--- src/rtl/tt_scan_driver_pkg.sv ---
// tt_scan_pkg: shared types and constants for the TinyTapeout scan-chain driver.
//   scan_state_e     - frame sequencer states
//   SCAN_BYTE_W      - width of the per-frame data byte
//   tt_scan_latency  - accept-to-out_valid distance in clk12MHz cycles
package tt_scan_pkg;

  localparam int SCAN_BYTE_W = 8;

  typedef enum logic [2:0] {
    ST_IDLE,
    ST_SHIFT,
    ST_LATCH,
    ST_WAIT,
    ST_CAP_SETUP,
    ST_CAP_CLK,
    ST_READOUT,
    ST_DONE
  } scan_state_e;

  // Accept happens in cycle 0; out_valid is high in the returned cycle.
  function automatic int tt_scan_latency(input int chain_bits, input int clk_div,
                                         input int design_wait);
    return 1 + 4 * chain_bits * clk_div + 3 * clk_div + design_wait;
  endfunction

endpackage

--- src/rtl/tt_scan_driver_if.sv ---
// tt_scan_driver_if: byte request/response handshake plus the scan-chain lines.
//   master - driver side: accepts bytes, returns results, drives the chain
//   slave  - board/chain side: issues bytes, consumes results, returns chain data
interface tt_scan_driver_if;
  import tt_scan_pkg::*;

  logic                   in_valid;
  logic [SCAN_BYTE_W-1:0] in_data;
  logic                   in_ready;
  logic                   out_valid;
  logic [SCAN_BYTE_W-1:0] out_data;
  logic                   seg_latch;
  logic                   scan_clk;
  logic                   scan_data;
  logic                   scan_latch_en;
  logic                   scan_select;
  logic                   scan_data_ret;

  modport master (
    input  in_valid, in_data, scan_data_ret,
    output in_ready, out_valid, out_data, seg_latch,
           scan_clk, scan_data, scan_latch_en, scan_select
  );

  modport slave (
    output in_valid, in_data, scan_data_ret,
    input  in_ready, out_valid, out_data, seg_latch,
           scan_clk, scan_data, scan_latch_en, scan_select
  );
endinterface

--- src/rtl/tt_scan_driver_phase_gen.sv ---
// tt_scan_phase_gen: CLK_DIV-cycle phase timer for the scan driver.
//   clk12MHz, reset - system clock, synchronous active-high reset
//   restart_i       - first cycle of the next state starts a fresh low phase
//   phase_end_o     - last cycle of the current CLK_DIV-cycle phase
//   sample_o        - last cycle of a low phase (just before scan_clk rises)
//   slot_end_o      - last cycle of a high phase (end of a bit slot)
//   hi_next_o       - high/low phase flag for the next cycle
module tt_scan_phase_gen #(
  parameter int CLK_DIV = 2
) (
  input  logic clk12MHz,
  input  logic reset,
  input  logic restart_i,
  output logic phase_end_o,
  output logic sample_o,
  output logic slot_end_o,
  output logic hi_next_o
);
  localparam int CW = $clog2(CLK_DIV + 1);
  localparam logic [CW-1:0] CNT_LAST = CW'(CLK_DIV - 1);

  logic [CW-1:0] cnt_q, cnt_d;
  logic          hi_q, hi_d;

  assign phase_end_o = (cnt_q == CNT_LAST);
  assign sample_o    = phase_end_o & ~hi_q;
  assign slot_end_o  = phase_end_o & hi_q;
  assign hi_next_o   = hi_d;

  always_comb begin
    cnt_d = cnt_q + CW'(1);
    hi_d  = hi_q;
    if (restart_i) begin
      cnt_d = '0;
      hi_d  = 1'b0;
    end else if (phase_end_o) begin
      cnt_d = '0;
      hi_d  = ~hi_q;
    end
  end

  always_ff @(posedge clk12MHz) begin
    if (reset) begin
      cnt_q <= '0;
      hi_q  <= 1'b0;
    end else begin
      cnt_q <= cnt_d;
      hi_q  <= hi_d;
    end
  end
endmodule

--- src/rtl/tt_scan_driver.sv ---
// tt_scan_driver: master end of the TinyTapeout scan chain (clk12MHz domain).
//   clk12MHz, reset - system clock, synchronous active-high reset
//   bus (master)    - in_valid/in_data/in_ready byte request,
//                     out_valid/out_data/seg_latch result,
//                     scan_clk/scan_data/scan_latch_en/scan_select to the chain,
//                     scan_data_ret from the chain end
// Each frame shifts one byte in, latches it, waits, captures the design
// outputs and shifts them back out. Every chain line comes straight from a
// flop, computed from the next state so it lines up with the state register.
module tt_scan_driver
  import tt_scan_pkg::*;
#(
  parameter int CHAIN_BITS  = 8,
  parameter int CLK_DIV     = 2,
  parameter int DESIGN_WAIT = 4
) (
  input  logic             clk12MHz,
  input  logic             reset,
  tt_scan_driver_if.master bus
);
  localparam int BW = $clog2(CHAIN_BITS + 1);
  localparam int WW = (DESIGN_WAIT > 0) ? $clog2(DESIGN_WAIT + 1) : 1;
  localparam logic [BW-1:0] BIT_LAST  = BW'(CHAIN_BITS - 1);
  localparam logic [WW-1:0] WAIT_LAST = WW'((DESIGN_WAIT > 0) ? DESIGN_WAIT - 1 : 0);

  scan_state_e state_q, state_d;
  logic [BW-1:0] bit_q, bit_d;
  logic [WW-1:0] wait_q, wait_d;
  logic [CHAIN_BITS-1:0] tx_q, tx_d, rx_q, rx_d;
  logic [SCAN_BYTE_W-1:0] out_data_q, out_data_d;
  logic in_ready_q, in_ready_d, out_valid_q, out_valid_d;
  logic scan_clk_q, scan_clk_d, scan_data_q, scan_data_d;
  logic latch_q, latch_d, select_q, select_d;
  logic restart, phase_end, sample, slot_end, hi_next;

  tt_scan_phase_gen #(.CLK_DIV(CLK_DIV)) u_phase (
    .clk12MHz   (clk12MHz),
    .reset      (reset),
    .restart_i  (restart),
    .phase_end_o(phase_end),
    .sample_o   (sample),
    .slot_end_o (slot_end),
    .hi_next_o  (hi_next)
  );

  // Every state starts with fresh phase/bit/wait counters.
  assign restart = (state_d != state_q);

  always_comb begin
    state_d = state_q;
    bit_d   = bit_q;
    wait_d  = wait_q;
    tx_d    = tx_q;
    rx_d    = rx_q;
    case (state_q)
      ST_IDLE: begin
        if (bus.in_valid && in_ready_q) begin
          tx_d = '0;
          tx_d[CHAIN_BITS-1 -: SCAN_BYTE_W] = bus.in_data;
          state_d = ST_SHIFT;
        end
      end
      ST_SHIFT: begin
        if (slot_end) begin
          tx_d = tx_q << 1;
          if (bit_q == BIT_LAST) state_d = ST_LATCH;
          else bit_d = bit_q + BW'(1);
        end
      end
      ST_LATCH: begin
        if (phase_end) state_d = (DESIGN_WAIT == 0) ? ST_CAP_SETUP : ST_WAIT;
      end
      ST_WAIT: begin
        if (wait_q == WAIT_LAST) state_d = ST_CAP_SETUP;
        else wait_d = wait_q + WW'(1);
      end
      ST_CAP_SETUP: begin
        if (phase_end) state_d = ST_CAP_CLK;
      end
      ST_CAP_CLK: begin
        if (phase_end) state_d = ST_READOUT;
      end
      ST_READOUT: begin
        // First returned bit travels up to the MSB.
        if (sample) rx_d = {rx_q[CHAIN_BITS-2:0], bus.scan_data_ret};
        if (slot_end) begin
          if (bit_q == BIT_LAST) state_d = ST_DONE;
          else bit_d = bit_q + BW'(1);
        end
      end
      ST_DONE: state_d = ST_IDLE;
      default: state_d = ST_IDLE;
    endcase
    if (restart) begin
      bit_d  = '0;
      wait_d = '0;
    end
  end

  // Registered line values for the cycle the next state is presented.
  always_comb begin
    in_ready_d  = (state_d == ST_IDLE);
    out_valid_d = (state_d == ST_DONE);
    out_data_d  = out_data_q;
    if (state_d == ST_DONE) out_data_d = rx_q[CHAIN_BITS-1 -: SCAN_BYTE_W];
    scan_clk_d  = (((state_d == ST_SHIFT) || (state_d == ST_READOUT)) && hi_next)
                  || (state_d == ST_CAP_CLK);
    scan_data_d = (state_d == ST_SHIFT) ? tx_d[CHAIN_BITS-1] : 1'b0;
    latch_d     = (state_d == ST_LATCH);
    select_d    = (state_d == ST_CAP_SETUP) || (state_d == ST_CAP_CLK);
  end

  // ---- control and chain-line registers ----
  always_ff @(posedge clk12MHz) begin
    if (reset) begin
      state_q     <= ST_IDLE;
      bit_q       <= '0;
      wait_q      <= '0;
      in_ready_q  <= 1'b0;
      out_valid_q <= 1'b0;
      out_data_q  <= '0;
      scan_clk_q  <= 1'b0;
      scan_data_q <= 1'b0;
      latch_q     <= 1'b0;
      select_q    <= 1'b0;
    end else begin
      state_q     <= state_d;
      bit_q       <= bit_d;
      wait_q      <= wait_d;
      in_ready_q  <= in_ready_d;
      out_valid_q <= out_valid_d;
      out_data_q  <= out_data_d;
      scan_clk_q  <= scan_clk_d;
      scan_data_q <= scan_data_d;
      latch_q     <= latch_d;
      select_q    <= select_d;
    end
  end

  // ---- shift data registers ----
  always_ff @(posedge clk12MHz) begin
    tx_q <= tx_d;
    rx_q <= rx_d;
  end

  assign bus.in_ready      = in_ready_q;
  assign bus.out_valid     = out_valid_q;
  assign bus.seg_latch     = out_valid_q;
  assign bus.out_data      = out_data_q;
  assign bus.scan_clk      = scan_clk_q;
  assign bus.scan_data     = scan_data_q;
  assign bus.scan_latch_en = latch_q;
  assign bus.scan_select   = select_q;
endmodule

--- src/flat_wrapper.sv ---
// flat-port wrapper written by rule: the top's interface ports become plain ports
module tt_scan_driver_flat import tt_scan_pkg::*;
#(
  parameter int CHAIN_BITS  = 8,
  parameter int CLK_DIV     = 2,
  parameter int DESIGN_WAIT = 4
)
  (clk12MHz, reset, bus_in_valid, bus_in_data, bus_scan_data_ret, bus_in_ready, bus_out_valid, bus_out_data, bus_seg_latch, bus_scan_clk, bus_scan_data, bus_scan_latch_en, bus_scan_select);
  tt_scan_driver_if bus_i ();
  input  logic clk12MHz;
  input  logic reset;
  input wire logic [$bits(bus_i.in_valid)-1:0] bus_in_valid;
  input wire logic [$bits(bus_i.in_data)-1:0] bus_in_data;
  input wire logic [$bits(bus_i.scan_data_ret)-1:0] bus_scan_data_ret;
  output wire logic [$bits(bus_i.in_ready)-1:0] bus_in_ready;
  output wire logic [$bits(bus_i.out_valid)-1:0] bus_out_valid;
  output wire logic [$bits(bus_i.out_data)-1:0] bus_out_data;
  output wire logic [$bits(bus_i.seg_latch)-1:0] bus_seg_latch;
  output wire logic [$bits(bus_i.scan_clk)-1:0] bus_scan_clk;
  output wire logic [$bits(bus_i.scan_data)-1:0] bus_scan_data;
  output wire logic [$bits(bus_i.scan_latch_en)-1:0] bus_scan_latch_en;
  output wire logic [$bits(bus_i.scan_select)-1:0] bus_scan_select;
  assign bus_i.in_valid = bus_in_valid;
  assign bus_i.in_data = bus_in_data;
  assign bus_i.scan_data_ret = bus_scan_data_ret;
  assign bus_in_ready = bus_i.in_ready;
  assign bus_out_valid = bus_i.out_valid;
  assign bus_out_data = bus_i.out_data;
  assign bus_seg_latch = bus_i.seg_latch;
  assign bus_scan_clk = bus_i.scan_clk;
  assign bus_scan_data = bus_i.scan_data;
  assign bus_scan_latch_en = bus_i.scan_latch_en;
  assign bus_scan_select = bus_i.scan_select;
  tt_scan_driver #(.CHAIN_BITS(CHAIN_BITS), .CLK_DIV(CLK_DIV), .DESIGN_WAIT(DESIGN_WAIT)) u_core (.clk12MHz(clk12MHz), .reset(reset), .bus(bus_i));
endmodule
--- config.mk ---
export PLATFORM = sky130hd
export DESIGN_NAME = tt_scan_driver_flat
export DESIGN_NICKNAME = d
export VERILOG_FILES = /design/src/rtl/tt_scan_driver_pkg.sv /design/src/rtl/tt_scan_driver_if.sv /design/src/rtl/tt_scan_driver_phase_gen.sv /design/src/rtl/tt_scan_driver.sv /design/src/flat_wrapper.sv
export SDC_FILE = /design/constraint.sdc
export NUM_CORES = 1
export LEC_CHECK = 0
export ABC_AREA = 1
export CAP_MARGIN = 0
export CORE_UTILIZATION = 45
export CTS_CLUSTER_SIZE = 40
export DETAILED_ROUTE_END_ITERATION = 6
export GPL_TIMING_DRIVEN = 0
export PLACE_DENSITY = 0.76
export SYNTH_ARGS = -nofsm -noshare
export SYNTH_HDL_FRONTEND = slang
export SYNTH_SLANG_ARGS = --single-unit
--- constraint.sdc ---
create_clock -name clk12MHz -period 2.9 [get_ports clk12MHz]
set_input_delay 0.58 -clock clk12MHz [delete_from_list [all_inputs] [get_ports clk12MHz]]
set_output_delay 0.58 -clock clk12MHz [all_outputs]
set_load 0.01 [all_outputs]
[After elaboration in Yosys (flattened, before gate mapping)]
Cells that the tools add are included.
Storage, ports and cells
  logic and storage cells: 74
  output and inout bits: 15
  register bits: 43
Operators by class
  mux-type cells: 15
  bitwise gates (word level): 6
  equal/unequal tests: 19
  reduce and logical (&&, ||, !) cells: 16
  $add $sub $neg: 3
Operator list (count)
  $mux W3: 9
  $eq A3 B3 Y1 const B: 8
  $pmux W3 S8: 1
  $mux W8: 2
  $pmux W8 S2: 1
  $eq A3 B2 Y1 const B: 4
  $eq A3 B1 Y1 const B: 2
  $logic_not A3 Y1: 2
  $reduce_and A3 Y1: 2
  $reduce_or A2 Y1: 3
  $add A4 B1 Y4 const B: 1
  $eq A4 B3 Y1 const B: 1
  $ne A2 B1 Y1 const B: 2
  $not A1 Y1: 4
  $reduce_and A2 Y1: 2
  $add A3 B1 Y3 const B: 1
  $logic_or A1 B1 Y1: 3
  $ne A3 B3 Y1: 1
  $reduce_or A3 Y1: 1
  $add A2 B1 Y2 const B: 1
  $and A1 B1 Y1: 2
  $eq A2 B1 Y1 const B: 1
  $logic_and A1 B1 Y1: 2
  $mux W1: 2
  $reduce_bool A2 Y1: 1

[Depth between registers and ports, before layout]
  word-level depth: 8
  gate-level depth with buffers: 14

[Cells and area by module]
A second synthesis with hierarchy kept.
Unflattened totals
  cell total of the unflattened synthesis: 199
  area, all modules: 1839.3 um2
Modules (own cells, without submodules)
  tt_scan_driver: instances 1, area an instance 1706.6 um2, seq. area each 950.9 um2, cells each 184
  tt_scan_phase_gen: instances 1, area an instance 132.6 um2, seq. area each 60.1 um2, cells each 15

[Worst setup path before layout]
OpenSTA, ideal clock, no wires.
  kind: reg2reg
  start: reg u_core.state_q[0]
  end: reg u_core.rx_q[0] (enable)
  stages on the path, launching flop included: 7
  arrival time: 1.305 ns
  clock period less this slack: 1.675 ns
  path slack: 1.225 ns
  path through: dfxtp_1 -> inv_2 -> nand2_2 -> nor2_2 -> buf_2 -> nand2_1 -> nor2_1
Between the ends
  longest elaborated chain between the ends: 2
RTL lines
  start, declared: line tt_scan_driver.sv:26  | scan_state_e state_q, state_d;
  start signal, assigned: line tt_scan_driver.sv:127  | state_q <= state_d;
  $eq A3 B3 Y1: line tt_scan_driver.sv:55  | case (state_q)
  $reduce_and A2 Y1 (no source line)
  end signal, assigned: line tt_scan_driver.sv:143  | rx_q <= rx_d;
  end, declared: line tt_scan_driver.sv:29  | logic [CHAIN_BITS-1:0] tx_q, tx_d, rx_q, rx_d;
No other way between the ends.
A chain may end at the register's enable or synchronous reset.

[Worst setup path after layout]
  start: reg u_core.state_q[2]
  end: reg u_core.rx_q[5] (enable)
Same word-level chain as after synthesis.

==> qor.yml <==
drtIter0Drc: 74
io_pins: 27
synthAdderAreaFrac_pct: 3.22
stdcell_area_um2: 2350
syn2layout_area_growth_pct: 21.0
design.core.area_um2: 4090
synth-simple-area-share_pct: 30.3
final_cell_mix: "36 x nand2_1, 28 x dfxtp_1, 26 x nor2_1, 26 x clkdlybuf4s50_1, 18 x nand3_1"
initial_core_util_pct: 47.6
gp_congestion: 0.822
setup_violations: 0
crit_path_end_kind: "register"
fp.dieH_um: 67.7
core.rowCount: 23
post-route-period-util_pct: 69.5
routed_wl_um: 3500
finalClockSkew_ns: 0.00936
drt-wirelength-per-cell_um: 12.2
status: "finished, final reports clean"
critPathKind: "reg -> reg"
worstMarginPinSlew_ns: 0.647
cts_resized: 0
worstHoldStart: "u_core.rx_q[2]"
cap_violations: 0
cts.clk_slew.worst_paths_ns: 0.08
syn_avg_cell_area_um2: 9.53
globalRoute.totalOverflow: 0
layout_commonest_cell: "nand2_1"
rsz0062_at_grt: "false"
vias: 1418
finalHoldWorstSlack_ns: 0.457
crit_family: "simple AND/OR/NAND/NOR gates"
dp.cells: 280
cp_slowest_cell: "nor2_1"
rr_worst_depth: 5
leakagePower_nw: 0.930
final_nets: 254
insertion_delay_ns: 0.30
finalHoldViolations: 0
power_density_nw_per_um2: 503
firstDrtPassIters: 4
worstReg2RegEnd: "u_core.rx_q[5]"
ys_ff_latch: 43
hold_path_class: "reg -> reg"
rrSetupSlack_ns: 0.89
post-route-min-period_ns: 2.01
drc_errors: 0
cts.sinks: 43
ys_types: 31
portBuffers: 26
die-area_um2: 4580
hold_end: "u_core.rx_q[3]"
holdPathStages: 0
crit_buf_inv: 2
cp_data_arrival_time_ns: 1.95
diodes: 0
grt_pass1_wl_um: 5950
syn_inst: 204
synth_top_family_by_area: "simple AND/OR/NAND/NOR gates"
syn_nets: 221
grt_max_degree: 14
tns_ns: 0
synthesis.area_um2: 1940
synth_xor_area_share_pct: 1.80
cp_slowest_stage_delay_ns: 0.50
max_clock_freq_mhz: 497
cts_setup_buffers: 0
grt_pass1_vias: 1347
worstPathRequired_ns: 2.84
antenna_found_initial: 0
path_max_fanout: 10
cts_tree: "done"
layout-drive-gt1-share_pct: 16.4
ctsRootBufferMaster: "clkbuf_8"
clock_path_buffers: 2
die_w_um: 67.7
yosys_warnings: 0
ys_seq_area_share_pct: 52.0
multi_input_area_um2: 848
final_cell_count_no_fill: 288
synthMuxAreaShare_pct: 0
viasPerCell: 4.92
post_dp_cell_area_um2: 2270
cts_hold_buf: 0
fill_cells: 374
cts_made_buffers: 5
maxSlewViolCount: 0
r2r_start: "u_core.state_q[2]"
antenna_left: 0
grt_use_total_pct: 18.2
htreeDepth: 2
regArea_um2: 1010
hpwl_um: 2570
peakVddDrop_mv: 0.229
synth-compound-area-share_pct: 8.37
path_cells: "inv_1 > nor2_2 > buf_2 > nand2_1 > nor2_1"
worst_setup_path_start_kind: "register"
slew-limit-headroom_pct: 56.7
[synth_stat cells]
cell,n,share of area (%)
nor2_1,26,5.0
nand3b_4,1,1.0
clkbuf_1,1,0.19
dfxtp_1,28,29
inv_2,3,0.58
nor2_2,3,0.97
nand2_1,36,7.0
nand3_4,2,1.8
inv_1,15,2.9
a21oi_1,9,2.3
ha_1,5,3.2
o21ai_2,2,0.90
nand4_1,3,0.97
edfxtp_1,15,23
buf_4,1,0.39
nor3_1,2,0.52
or2_1,2,0.64
o21a_1,1,0.39
nand2_2,4,1.3
nor2_4,2,1.2
xor2_1,3,1.4
o21ai_0,1,0.26
buf_2,1,0.26
nand3_1,18,4.6
nand2_4,5,2.9
a22o_1,6,2.7
or2_2,1,0.32
xnor2_1,1,0.45
a21oi_2,4,1.8
nand3_2,2,1.0
nor2_8,1,1.0
[layer usage]
layer / GRT usage, % / share of wire, % / vias to the layer above
met1: 22.7 / 49 / 646
met2: 28.5 / 44 / 28
met4: 8.24 / 1.7 / 0
li1: - / - / 739
met5: 0 / 0 / -
met3: 5.74 / 4.7 / 5
[kinds of logic (layout without fill, tap and decap cells)]
logic type,after synthesis,in the layout
buf+inv,21,55
compound gates,23,23
xor+xnor,4,4
flops,43,43
simple gates,108,108
fa+ha+maj,5,5
[sequential cells by signal (all words and copies together), names as in the netlist, 2 cells and up]
| signal | flops |
|---|---|
| u_core.wait_q | 3 |
| u_core.rx_q | 8 |
| u_core.state_q | 3 |
| u_core.tx_q | 8 |
| u_core.bit_q | 4 |
| u_core.u_phase.cnt_q | 2 |
| u_core.bus.out_data | 8 |
[per-stage QoR]
step                util (%)  power, W  worst slack, ns
global route            57.5   0.00124            0.679
CTS                     57.5   0.00119            0.893
global placement        55.5  0.000823            0.662
finish                  57.5   0.00118            0.886
detailed placement      55.5  0.000830            0.625
floorplan                  -  0.000778             1.23
[how the worst max path moves through the flow]
stage / endpoint / slack, ns / depth (start not counted) / start
3_5_place_dp: u_core.tx_q[2] / 0.63 / 5 / bus_in_valid
5_1_grt: u_core.rx_q[5] / 0.68 / 5 / u_core.state_q[2]
4_1_cts: u_core.rx_q[5] / 0.89 / 5 / u_core.state_q[2]
3_3_place_gp: u_core.tx_q[2] / 0.66 / 5 / bus_in_valid
6_report: u_core.rx_q[5] / 0.89 / 5 / u_core.state_q[2]
2_1_floorplan: u_core.rx_q[0] / 1.23 / 6 / u_core.state_q[0]
[layout make-up]
cell class	instances	share of cell area, %
clock inverter	2	0.532
buffer	3	0.692
inverter	18	2.87
clock buffer	6	3.09
tap	50	2.66
multi-input combinational	140	36.1
timing repair buffer	26	11.1
sequential	43	43.0
[power breakdown]
group | switching, W | internal (W)
clock network | 0.000197 | 0.000168
registers | 0.0000130 | 0.000646
logic | 0.0000946 | 0.0000624
Power figures use the tool's default switching activity.
